**src/rtl/spi_reg_pkg.sv**
```systemverilog
// Shared definitions for SPI-slave register banks: opcodes, frame constants
// and the per-bit set/clear/toggle rule.
package spi_reg_pkg;

  localparam int ADDR_W = 8;
  localparam int MAX_W  = 16;

  localparam logic [1:0] OP_UPDATE = 2'b00;
  localparam logic [1:0] OP_WRITE  = 2'b01;
  localparam logic [1:0] OP_READ   = 2'b10;
  localparam logic [1:0] OP_SRST   = 2'b11;

  typedef enum logic [1:0] {
    ST_DISARMED,
    ST_IDLE,
    ST_FRAME
  } link_state_e;

  // set&clr toggles, set alone forces 1, clr alone forces 0, neither holds.
  function automatic logic [MAX_W-1:0] bit_update(input logic [MAX_W-1:0] x,
                                                  input logic [MAX_W-1:0] set,
                                                  input logic [MAX_W-1:0] clr);
    return (x & ~(set | clr)) | (set & ~clr) | (~x & set & clr);
  endfunction

endpackage

```
**src/rtl/spi_sync_edge.sv**
```systemverilog
// Two-flop synchroniser with a third history flop giving one-clk rise/fall pulses.
module spi_sync_edge (
  input  logic clk,
  input  logic rst_n,
  input  logic d_i,
  output logic q_o,
  output logic rise_o,
  output logic fall_o
);

  logic [2:0] sync_q;

  always_ff @(posedge clk or negedge rst_n) begin
    if (!rst_n) begin
      sync_q <= '0;
    end else begin
      sync_q <= {sync_q[1:0], d_i};
    end
  end

  assign q_o    = sync_q[1];
  assign rise_o = sync_q[1] & ~sync_q[2];
  assign fall_o = ~sync_q[1] & sync_q[2];

endmodule

```
**src/rtl/spi_reg_bank.sv**
```systemverilog
// Oversampled SPI mode-1 slave driving a parametrised bank of control registers
// with update/write/read/soft-reset opcodes and exact frame-length checking.
module spi_reg_bank
  import spi_reg_pkg::*;
#(
  parameter int                      NREG      = 16,
  parameter int                      REG_W     = 4,
  parameter logic [NREG*REG_W-1:0]   RESET_VAL = '0,
  parameter logic [NREG-1:0]         KEEP_MASK = '0
) (
  input  logic                  clk,
  input  logic                  rst_n,
  input  logic                  spi_sclk,
  input  logic                  spi_cs_n,
  input  logic                  spi_mosi,
  output logic                  spi_miso,
  output logic [NREG*REG_W-1:0] reg_q,
  output logic [NREG-1:0]       wr_strobe,
  output logic                  frame_err
);

  localparam int FRAME_W = ADDR_W + 2 * REG_W;
  localparam int CNT_W   = $clog2(FRAME_W + 2);

  logic sclk_q, sclk_rise, sclk_fall;
  logic cs_q, cs_rise, cs_fall;
  logic mosi_q, mosi_rise, mosi_fall;

  spi_sync_edge u_sync_sclk (
    .clk    (clk),
    .rst_n  (rst_n),
    .d_i    (spi_sclk),
    .q_o    (sclk_q),
    .rise_o (sclk_rise),
    .fall_o (sclk_fall)
  );

  spi_sync_edge u_sync_cs (
    .clk    (clk),
    .rst_n  (rst_n),
    .d_i    (spi_cs_n),
    .q_o    (cs_q),
    .rise_o (cs_rise),
    .fall_o (cs_fall)
  );

  spi_sync_edge u_sync_mosi (
    .clk    (clk),
    .rst_n  (rst_n),
    .d_i    (spi_mosi),
    .q_o    (mosi_q),
    .rise_o (mosi_rise),
    .fall_o (mosi_fall)
  );

  logic unused_sig;
  assign unused_sig = ^{sclk_q, mosi_rise, mosi_fall};

  link_state_e        state_q, state_d;
  logic [CNT_W-1:0]   cnt_q, cnt_d;
  logic [FRAME_W-1:0] shift_q, shift_d;
  logic [REG_W-1:0]   shadow_q, shadow_d;
  logic               miso_q, miso_d;
  logic               err_q, err_d;

  logic [5:0]         idx_new;
  logic [REG_W-1:0]   rd_data;
  logic               frame_end, len_ok, commit;
  logic [1:0]         op;
  logic [5:0]         idx;
  logic [REG_W-1:0]   clr_f, set_f;

  // Index of the address byte completing on this sample; reads the live bank.
  assign idx_new = {shift_q[4:0], mosi_q};

  always_comb begin
    rd_data = '0;
    for (int i = 0; i < NREG; i++) begin
      if (idx_new == 6'(i)) begin
        rd_data = reg_q[i*REG_W +: REG_W];
      end
    end
  end

  assign op    = shift_q[FRAME_W-1 -: 2];
  assign idx   = shift_q[FRAME_W-3 -: 6];
  assign clr_f = shift_q[2*REG_W-1 -: REG_W];
  assign set_f = shift_q[REG_W-1:0];

  assign frame_end = cs_rise && (state_q == ST_FRAME);
  assign len_ok    = (cnt_q == CNT_W'(FRAME_W));
  assign commit    = frame_end && len_ok;
  assign err_d     = frame_end && !len_ok;

  // DISARMED guards against a frame already in progress at reset release.
  always_comb begin
    state_d = state_q;
    case (state_q)
      ST_DISARMED: if (cs_q)    state_d = ST_IDLE;
      ST_IDLE:     if (cs_fall) state_d = ST_FRAME;
      ST_FRAME:    if (cs_rise) state_d = ST_IDLE;
      default:                  state_d = ST_DISARMED;
    endcase
  end

  always_comb begin
    cnt_d    = cnt_q;
    shift_d  = shift_q;
    shadow_d = shadow_q;
    miso_d   = miso_q;
    if (state_q != ST_FRAME) begin
      cnt_d    = '0;
      shift_d  = '0;
      shadow_d = '0;
      miso_d   = 1'b0;
    end else if (sclk_fall && !cs_q) begin
      shift_d = {shift_q[FRAME_W-2:0], mosi_q};
      if (cnt_q != CNT_W'(FRAME_W + 1)) begin
        cnt_d = cnt_q + 1'b1;
      end
      if (cnt_q == CNT_W'(ADDR_W - 1)) begin
        shadow_d = rd_data;
      end
    end else if (sclk_rise && !cs_q) begin
      miso_d   = shadow_q[REG_W-1];
      shadow_d = shadow_q << 1;
    end
  end

  always_ff @(posedge clk or negedge rst_n) begin
    if (!rst_n) begin
      state_q  <= ST_DISARMED;
      cnt_q    <= '0;
      shift_q  <= '0;
      shadow_q <= '0;
      miso_q   <= 1'b0;
      err_q    <= 1'b0;
    end else begin
      state_q  <= state_d;
      cnt_q    <= cnt_d;
      shift_q  <= shift_d;
      shadow_q <= shadow_d;
      miso_q   <= miso_d;
      err_q    <= err_d;
    end
  end

  assign spi_miso  = miso_q;
  assign frame_err = err_q;

  for (genvar gi = 0; gi < NREG; gi++) begin : g_reg
    logic [REG_W-1:0] val_q, val_d;
    logic             strobe_q, strobe_d;

    always_comb begin
      val_d    = val_q;
      strobe_d = 1'b0;
      if (commit) begin
        case (op)
          OP_UPDATE: if (idx == 6'(gi)) begin
            val_d    = REG_W'(bit_update(MAX_W'(val_q), MAX_W'(set_f), MAX_W'(clr_f)));
            strobe_d = 1'b1;
          end
          OP_WRITE: if (idx == 6'(gi)) begin
            val_d    = set_f;
            strobe_d = 1'b1;
          end
          OP_SRST: if (!KEEP_MASK[gi]) begin
            val_d    = RESET_VAL[gi*REG_W +: REG_W];
            strobe_d = 1'b1;
          end
          default: ;
        endcase
      end
    end

    always_ff @(posedge clk or negedge rst_n) begin
      if (!rst_n) begin
        val_q    <= RESET_VAL[gi*REG_W +: REG_W];
        strobe_q <= 1'b0;
      end else begin
        val_q    <= val_d;
        strobe_q <= strobe_d;
      end
    end

    assign reg_q[gi*REG_W +: REG_W] = val_q;
    assign wr_strobe[gi]            = strobe_q;
  end

endmodule

```
**config.mk**
```make
export PLATFORM = sky130hd
export DESIGN_NAME = spi_reg_bank
export DESIGN_NICKNAME = d
export VERILOG_FILES = /design/src/rtl/spi_reg_pkg.sv /design/src/rtl/spi_sync_edge.sv /design/src/rtl/spi_reg_bank.sv
export SDC_FILE = /design/constraint.sdc
export NUM_CORES = 1
export LEC_CHECK = 0
export ABC_AREA = 1
export CORE_MARGIN = 3
export CORE_UTILIZATION = 28
export DETAILED_ROUTE_END_ITERATION = 8
export PLACE_DENSITY_LB_ADDON = 0.25
export SYNTH_ARGS = -nofsm -noshare
export SYNTH_HDL_FRONTEND = slang
export SYNTH_SLANG_ARGS = --single-unit
```
**constraint.sdc**
```tcl
create_clock -name clk -period 2.3 [get_ports clk]
set_input_delay 0.46 -clock clk [delete_from_list [all_inputs] [get_ports clk]]
set_output_delay 0.46 -clock clk [all_outputs]
set_load 0.03 [all_outputs]
```
-- Word-level counts from Yosys, hierarchy flattened
Cells that the tools add are included.
- register bits after elaboration: 117
- latch bits: 0
- memory bits (writable): 0
- memory bits (read-only): 0
- input port bits: 5
- memories kept: 0
- add/sub/neg operators: 1
- multipliers: 0
- div/mod/pow operators: 0
- magnitude comparators: 0
- equality and inequality tests: 75
- shift operators: 0
- multiplexer cells: 128
- bitwise gates (word level): 108
- reduce and logical (&&, ||, !) cells: 37
- operators by type and width (kind ; count):
    $mux 4 ; 52
    $and 4x4->4 ; 49
    $pmux 4 s3 ; 16
    $or 4x4->4 ; 33
    $eq 6x4->1 const B ; 16
    $ne 2x2->1 const B ; 36
    $not 4->4 ; 18
    $reduce_and 4->1 ; 16
    $eq 6x3->1 const B ; 8
    $mux 1 ; 35
    $mux 16 ; 2
    $pmux 1 s2 ; 16
    $eq 6x2->1 const B ; 4
    $mux 5 ; 3
    $eq 6x1->1 const B ; 2
    $logic_not 6->1 ; 2
    $mux 2 ; 3
    $pmux 2 s3 ; 1
    $reduce_and 2->1 ; 3
    $reduce_bool 2->1 ; 3
    $reduce_bool 3->1 ; 2
    $add 5x1->5 const B ; 1
    $eq 5x3->1 const B ; 1
    $eq 5x5->1 const B ; 1
    other kinds (12) ; 26

-- Logic depth before layout (Yosys ltp)
- depth in word-level cells: 20
- mapped depth: 18

-- By module
A second synthesis with hierarchy kept.
- cells, all modules: 764
- area, all modules: 6174.7 µm²
- modules (own cells, without submodules) (module ; instances ; cells an instance ; area an instance (µm²)):
    spi_reg_bank ; 1 ; 743 ; 5904.4
    spi_sync_edge ; 3 ; 7 ; 90.1

-- Worst setup path before layout
Ideal clock, no wire load.
- path type: reg2reg
- from: reg shift_q[1]
- to: reg shadow_q[2]
- setup time: 0.122 ns
- arrival: 1.550 ns
- data required time: 2.178 ns
- setup slack: 0.627 ns
- stages on the path, launching flop included: 16
- buffers on the path: 1
- cells stage by stage: dfrtp_1 -> buf_2 -> nor2_4 -> nand4_2 -> clkinv_1 -> nand2_1 -> nand2_1 -> nand3_1 -> nand2_1 -> nand4_1 -> nor2_1 -> nand4_1 -> nand2_1 -> nand2_1 -> nand2_1 -> a21oi_1
- longest elaborated chain between the ends: 20
- elaborated cells on any way between the ends: 35
- those cells by class: eq/ne: 15; mux: 19; reduce/logical: 1
- RTL lines (element ; RTL line ; RTL):
    from (decl) ; spi_reg_bank.sv:61 ; logic [FRAME_W-1:0] shift_q, shift_d;
    from (signal assigned) ; spi_reg_bank.sv:141 ; shift_q <= shift_d;
    $logic_not 6->1 ; spi_reg_bank.sv:79 ; if (idx_new == 6'(i)) begin
    $mux 4 (15 in a row) ; spi_reg_bank.sv:79 ;
    $mux 4 * ; spi_reg_bank.sv:79 ;
    $mux 4 * ; spi_reg_bank.sv:121 ; if (cnt_q == CNT_W'(ADDR_W - 1)) begin
    $mux 4 * ; spi_reg_bank.sv:116 ; end else if (sclk_fall && !cs_q) begin
    $mux 4 * ; spi_reg_bank.sv:111 ; if (state_q != ST_FRAME) begin
    to (signal assigned) ; spi_reg_bank.sv:142 ; shadow_q <= shadow_d;
    to (decl) ; spi_reg_bank.sv:62 ; logic [REG_W-1:0] shadow_q, shadow_d;
Mark *: on every way between the ends. The rest lies on a longest branch, timed or not. The select of a mux whose other input is x is not followed.
A chain may end at the register's enable or synchronous reset.

-- Worst setup path in the final report
- from: reg shift_q[3]
- to: reg shadow_q[0]
Same word-level chain as after synthesis.

==> run summary <==
• **average footprint of a synthesized cell** 8.14 um^2
• **min setup slack post-route** 0.140 ns
• **Critical Path Start** shift_q[3]
• **area share of the leading cell type in the synthesized netlist** 0.480
• **fmax** 0.463 GHz
• **area of the mapped netlist** 6100 um^2
• **number of top-level pins** 87
• **most area-consuming cells after synthesis** sky130_fd_sc_hd__dfrtp_1 (48%), sky130_fd_sc_hd__nand2_1 (10%), sky130_fd_sc_hd__o211ai_1 (5.5%), sky130_fd_sc_hd__nor2_1 (5.0%), sky130_fd_sc_hd__a31oi_1 (4.6%)
• **total congestion overflow after global routing** 0
• **post-DP HPWL** 14,500 um
• **setup-violating endpoint count in the final report** 0
• **CP required** 2.61 ns
• **antenna violations before repair** 0
• **routability-driven placement congestion ratio** 0.896
• **count of different cell masters after synthesis** 32
• **termination of the worst setup path** shadow_q[0]
• **clock slew at reported path FFs** 0.06 ns
• **fraction of layout cells with a size suffix above 1** 0.113
• **buffer type at the clock tree root** sky130_fd_sc_hd__clkbuf_16
• **leading cell type in the layout, fill and taps excluded** sky130_fd_sc_hd__nand2_1
• **DR vias** 5,642
• **first-pass GRT wire length** 31,700 um
• **max capacitance violation total** 0
• **Period Utilization, post-route** 0.939
• **IO buf count** 86
• **Placed Area** 7280 um^2
• **share of synthesized area occupied by flip-flops and latches** 0.480
• **startpoint of the worst-slack reg-to-reg timing path** shift_q[3]
• **worst slack after detailed placement** 0.199 ns
• **CTS sink count** 117
• **maximum number of pins on one net before global-route repair** 63
• **via count normalized by instance count** 5.02
• **Slew @ Worst Pin** 0.724 ns
• **final antenna-violating net count** 0
• **DR iter-0 viols** 399
• **Final Net Count** 844
• **final count of pins violating max slew** 0
• **leakage power** 0.00329 uW
• **Compound-Gate Fraction of Synth Area** 0.221
• **R2R setup slack** 0.14 ns
• **fraction of synthesized area in multiplexers** 0
• **hold-fix buffers at CTS** 0
• **critical path peak fanout** 8
• **Die X** 154 um
• **cell depth of the worst flop-to-flop path** 14
• **Total Wirelength** 20,400 um
• **run status** completed
• **Rows** 53
• **share of the core filled with cells in the final layout** 0.371
• **setup total negative slack** 0 ns
• **Post-Layout Inst Area** 7880 um^2
• **die area** 23,600 um^2
• **cell type with the highest aggregate area in the netlist** sky130_fd_sc_hd__dfrtp_1
• **core area** 21,200 um^2
• **RSZ-0062 raised after global routing** no
• **buffer depth of the longest clock path** 2
• **min-delay worst type** in2async
• **layout overhead on the synthesized area** 29.0%
• **Power Density** 623 nW/um^2
• **total nets after synthesis** 758
• **worst flop-to-flop path endpoint** shadow_q[0]
• **Crit path arrival time** 2.47 ns
• **initial core utilization** 0.288
• **PnR Total Power** 4900 uW
• **Synthesis Warnings** 0
• **Crit Path Class** reg2reg
• **leading cell types in the layout, fill and taps excluded** sky130_fd_sc_hd__nand2_1 (164), sky130_fd_sc_hd__dfrtp_1 (117), sky130_fd_sc_hd__clkdlybuf4s50_1 (85)
• **vias in the first global route** 5,220
• **setup skew after layout** 0.00699 ns
• **Post-Synth XOR/XNOR Area** 0.00143
• **flop and latch count out of synthesis** 117
• **critical path capture point type** flop
• **simple-gate share of the synthesized area** 0.205
• **crit start category** flop
• **drc violations** 0
• **worst supply voltage drop on vdd** 0.000280 V
• **TritonCTS clock tree** built
• **Synth Area in Adders** 0.00615
• **Worst-Skew Late Latency** 0.42 ns
• **Vert. Die Dim** 154 um
• **relative max-transition margin** 0.517
• **H-tree depth** 4
• **number of failing hold endpoints at the final stage** 0
• **overall fraction of global-route tracks in use** 0.174
• **gate count after technology mapping** 750
• **dominant combinational cell family by area after synthesis** compound AO/OA/AOI/OAI gates
• **final critical delay including setup and external delays** 2.16 ns
• **number of iterations in the first detailed-routing pass** 5
• **total CTS buffers** 17
• **Routed WL per cell** 18.1 um
==> logic make-up after synthesis <==
kind of cell | Yosys count
fa+ha+maj | 3
simple gates | 298
compound gates | 209
flops | 117
buf+inv | 122
xor+xnor | 1
==> cells in the mapped netlist <==
cell type,number
sky130_fd_sc_hd__o21ai_1,8
sky130_fd_sc_hd__o21ai_0,23
sky130_fd_sc_hd__buf_2,1
sky130_fd_sc_hd__o22ai_1,16
sky130_fd_sc_hd__a21oi_4,4
sky130_fd_sc_hd__clkbuf_1,24
sky130_fd_sc_hd__ha_1,3
sky130_fd_sc_hd__nor3_1,7
sky130_fd_sc_hd__buf_4,18
sky130_fd_sc_hd__clkinv_2,1
sky130_fd_sc_hd__nand3_1,25
sky130_fd_sc_hd__nor2_1,81
sky130_fd_sc_hd__xor2_1,1
sky130_fd_sc_hd__o211ai_1,45
sky130_fd_sc_hd__inv_2,22
sky130_fd_sc_hd__clkinv_1,3
sky130_fd_sc_hd__buf_1,1
sky130_fd_sc_hd__a32o_1,1
sky130_fd_sc_hd__o41ai_1,1
sky130_fd_sc_hd__nor2_4,4
sky130_fd_sc_hd__nor2_2,4
sky130_fd_sc_hd__nand4_1,10
sky130_fd_sc_hd__a21oi_1,41
sky130_fd_sc_hd__nor3_4,1
sky130_fd_sc_hd__inv_1,52
sky130_fd_sc_hd__a31oi_1,45
sky130_fd_sc_hd__a22oi_1,4
sky130_fd_sc_hd__nand4_2,1
sky130_fd_sc_hd__nor3_2,1
sky130_fd_sc_hd__nand2_1,164
sky130_fd_sc_hd__dfrtp_1,117
sky130_fd_sc_hd__o31ai_1,21
==> worst max-delay path: stages (launching register included) <==
cell and delay (ns):
sky130_fd_sc_hd__dfrtp_1 0.53, sky130_fd_sc_hd__inv_2 0.11, sky130_fd_sc_hd__nand2_1 0.13, sky130_fd_sc_hd__nor2_2 0.14, sky130_fd_sc_hd__nand2_1 0.16, sky130_fd_sc_hd__nor2_1 0.34, sky130_fd_sc_hd__nand2_1 0.08, sky130_fd_sc_hd__nand2_1 0.10
sky130_fd_sc_hd__nand4_1 0.08, sky130_fd_sc_hd__nand2_1 0.07, sky130_fd_sc_hd__nand2_1 0.05, sky130_fd_sc_hd__nand2_1 0.07, sky130_fd_sc_hd__nand2_1 0.06, sky130_fd_sc_hd__nand2_1 0.07, sky130_fd_sc_hd__nand2_1 0.05
==> power breakdown <==
group	switching (uW)	internal [uW]
combinational	175	76.8
clock	980	1540
sequential	36.9	2100
==> layout make-up <==
cell class                      instances  area (um^2)
Multi-Input combinational cell        511         2660
Sequential cell                       117         2930
Clock buffer                           20          457
Antenna cell                            1         2.50
Timing Repair Buffer                  111         1080
Clock inverter                         12          106
Fill cell                            2162        13300
Tap cell                              275          344
Inverter                               78          294
==> flip-flops by register name, summed over array words and instances, names as in the netlist, 2 cells and up <==
signal / flops
state_q: 2
u_sync_sclk.sync_q: 3
shift_q: 16
g.val_q: 64
cnt_q: 5
g.strobe_q: 16
u_sync_cs.sync_q: 3
shadow_q: 4
u_sync_mosi.sync_q: 2
==> what timing repair did <==
| action | 4_1_cts | 5_1_grt |
|---|---|---|
| gates resized for setup | 0 | 3 |
| endpoints found under the hold margin | 0 | 0 |
| setup buffers | 0 | 1 |
| setup endpoints to repair | 0 | 4 |
==> stage by stage <==
step,hold slack [ns],cells
2_1_floorplan,0.164,750
3_3_place_gp,0.336,1091
3_5_place_dp,0.338,1091
4_1_cts,0.0119,1123
5_1_grt,0.0329,1124
6_report,0.00753,1125
==> worst min path at each step <==
| stage | to | slack [ns] |
|---|---|---|
| global route | g_reg[14].val_q[1] | 0.03 |
| global placement | u_sync_cs.sync_q[1] | 0.34 |
| CTS | g_reg[14].val_q[1] | 0.01 |
| detailed placement | u_sync_mosi.sync_q[1] | 0.34 |
| floorplan | cnt_q[0] | 0.16 |
| finish | g_reg[14].val_q[1] | 0.008 |
==> per-layer routing <==
metal | routed length (um) | vias up | share of wire | track usage
met5 | 0 | - | 0 | 0
met4 | 351 | 0 | 0.017 | 0.0576
met3 | 1250 | 25 | 0.062 | 0.0383
met2 | 9250 | 186 | 0.45 | 0.264
met1 | 9500 | 2677 | 0.47 | 0.246
li1 | - | 2754 | - | -
Note: power is estimated with default switching activity, not from simulation.
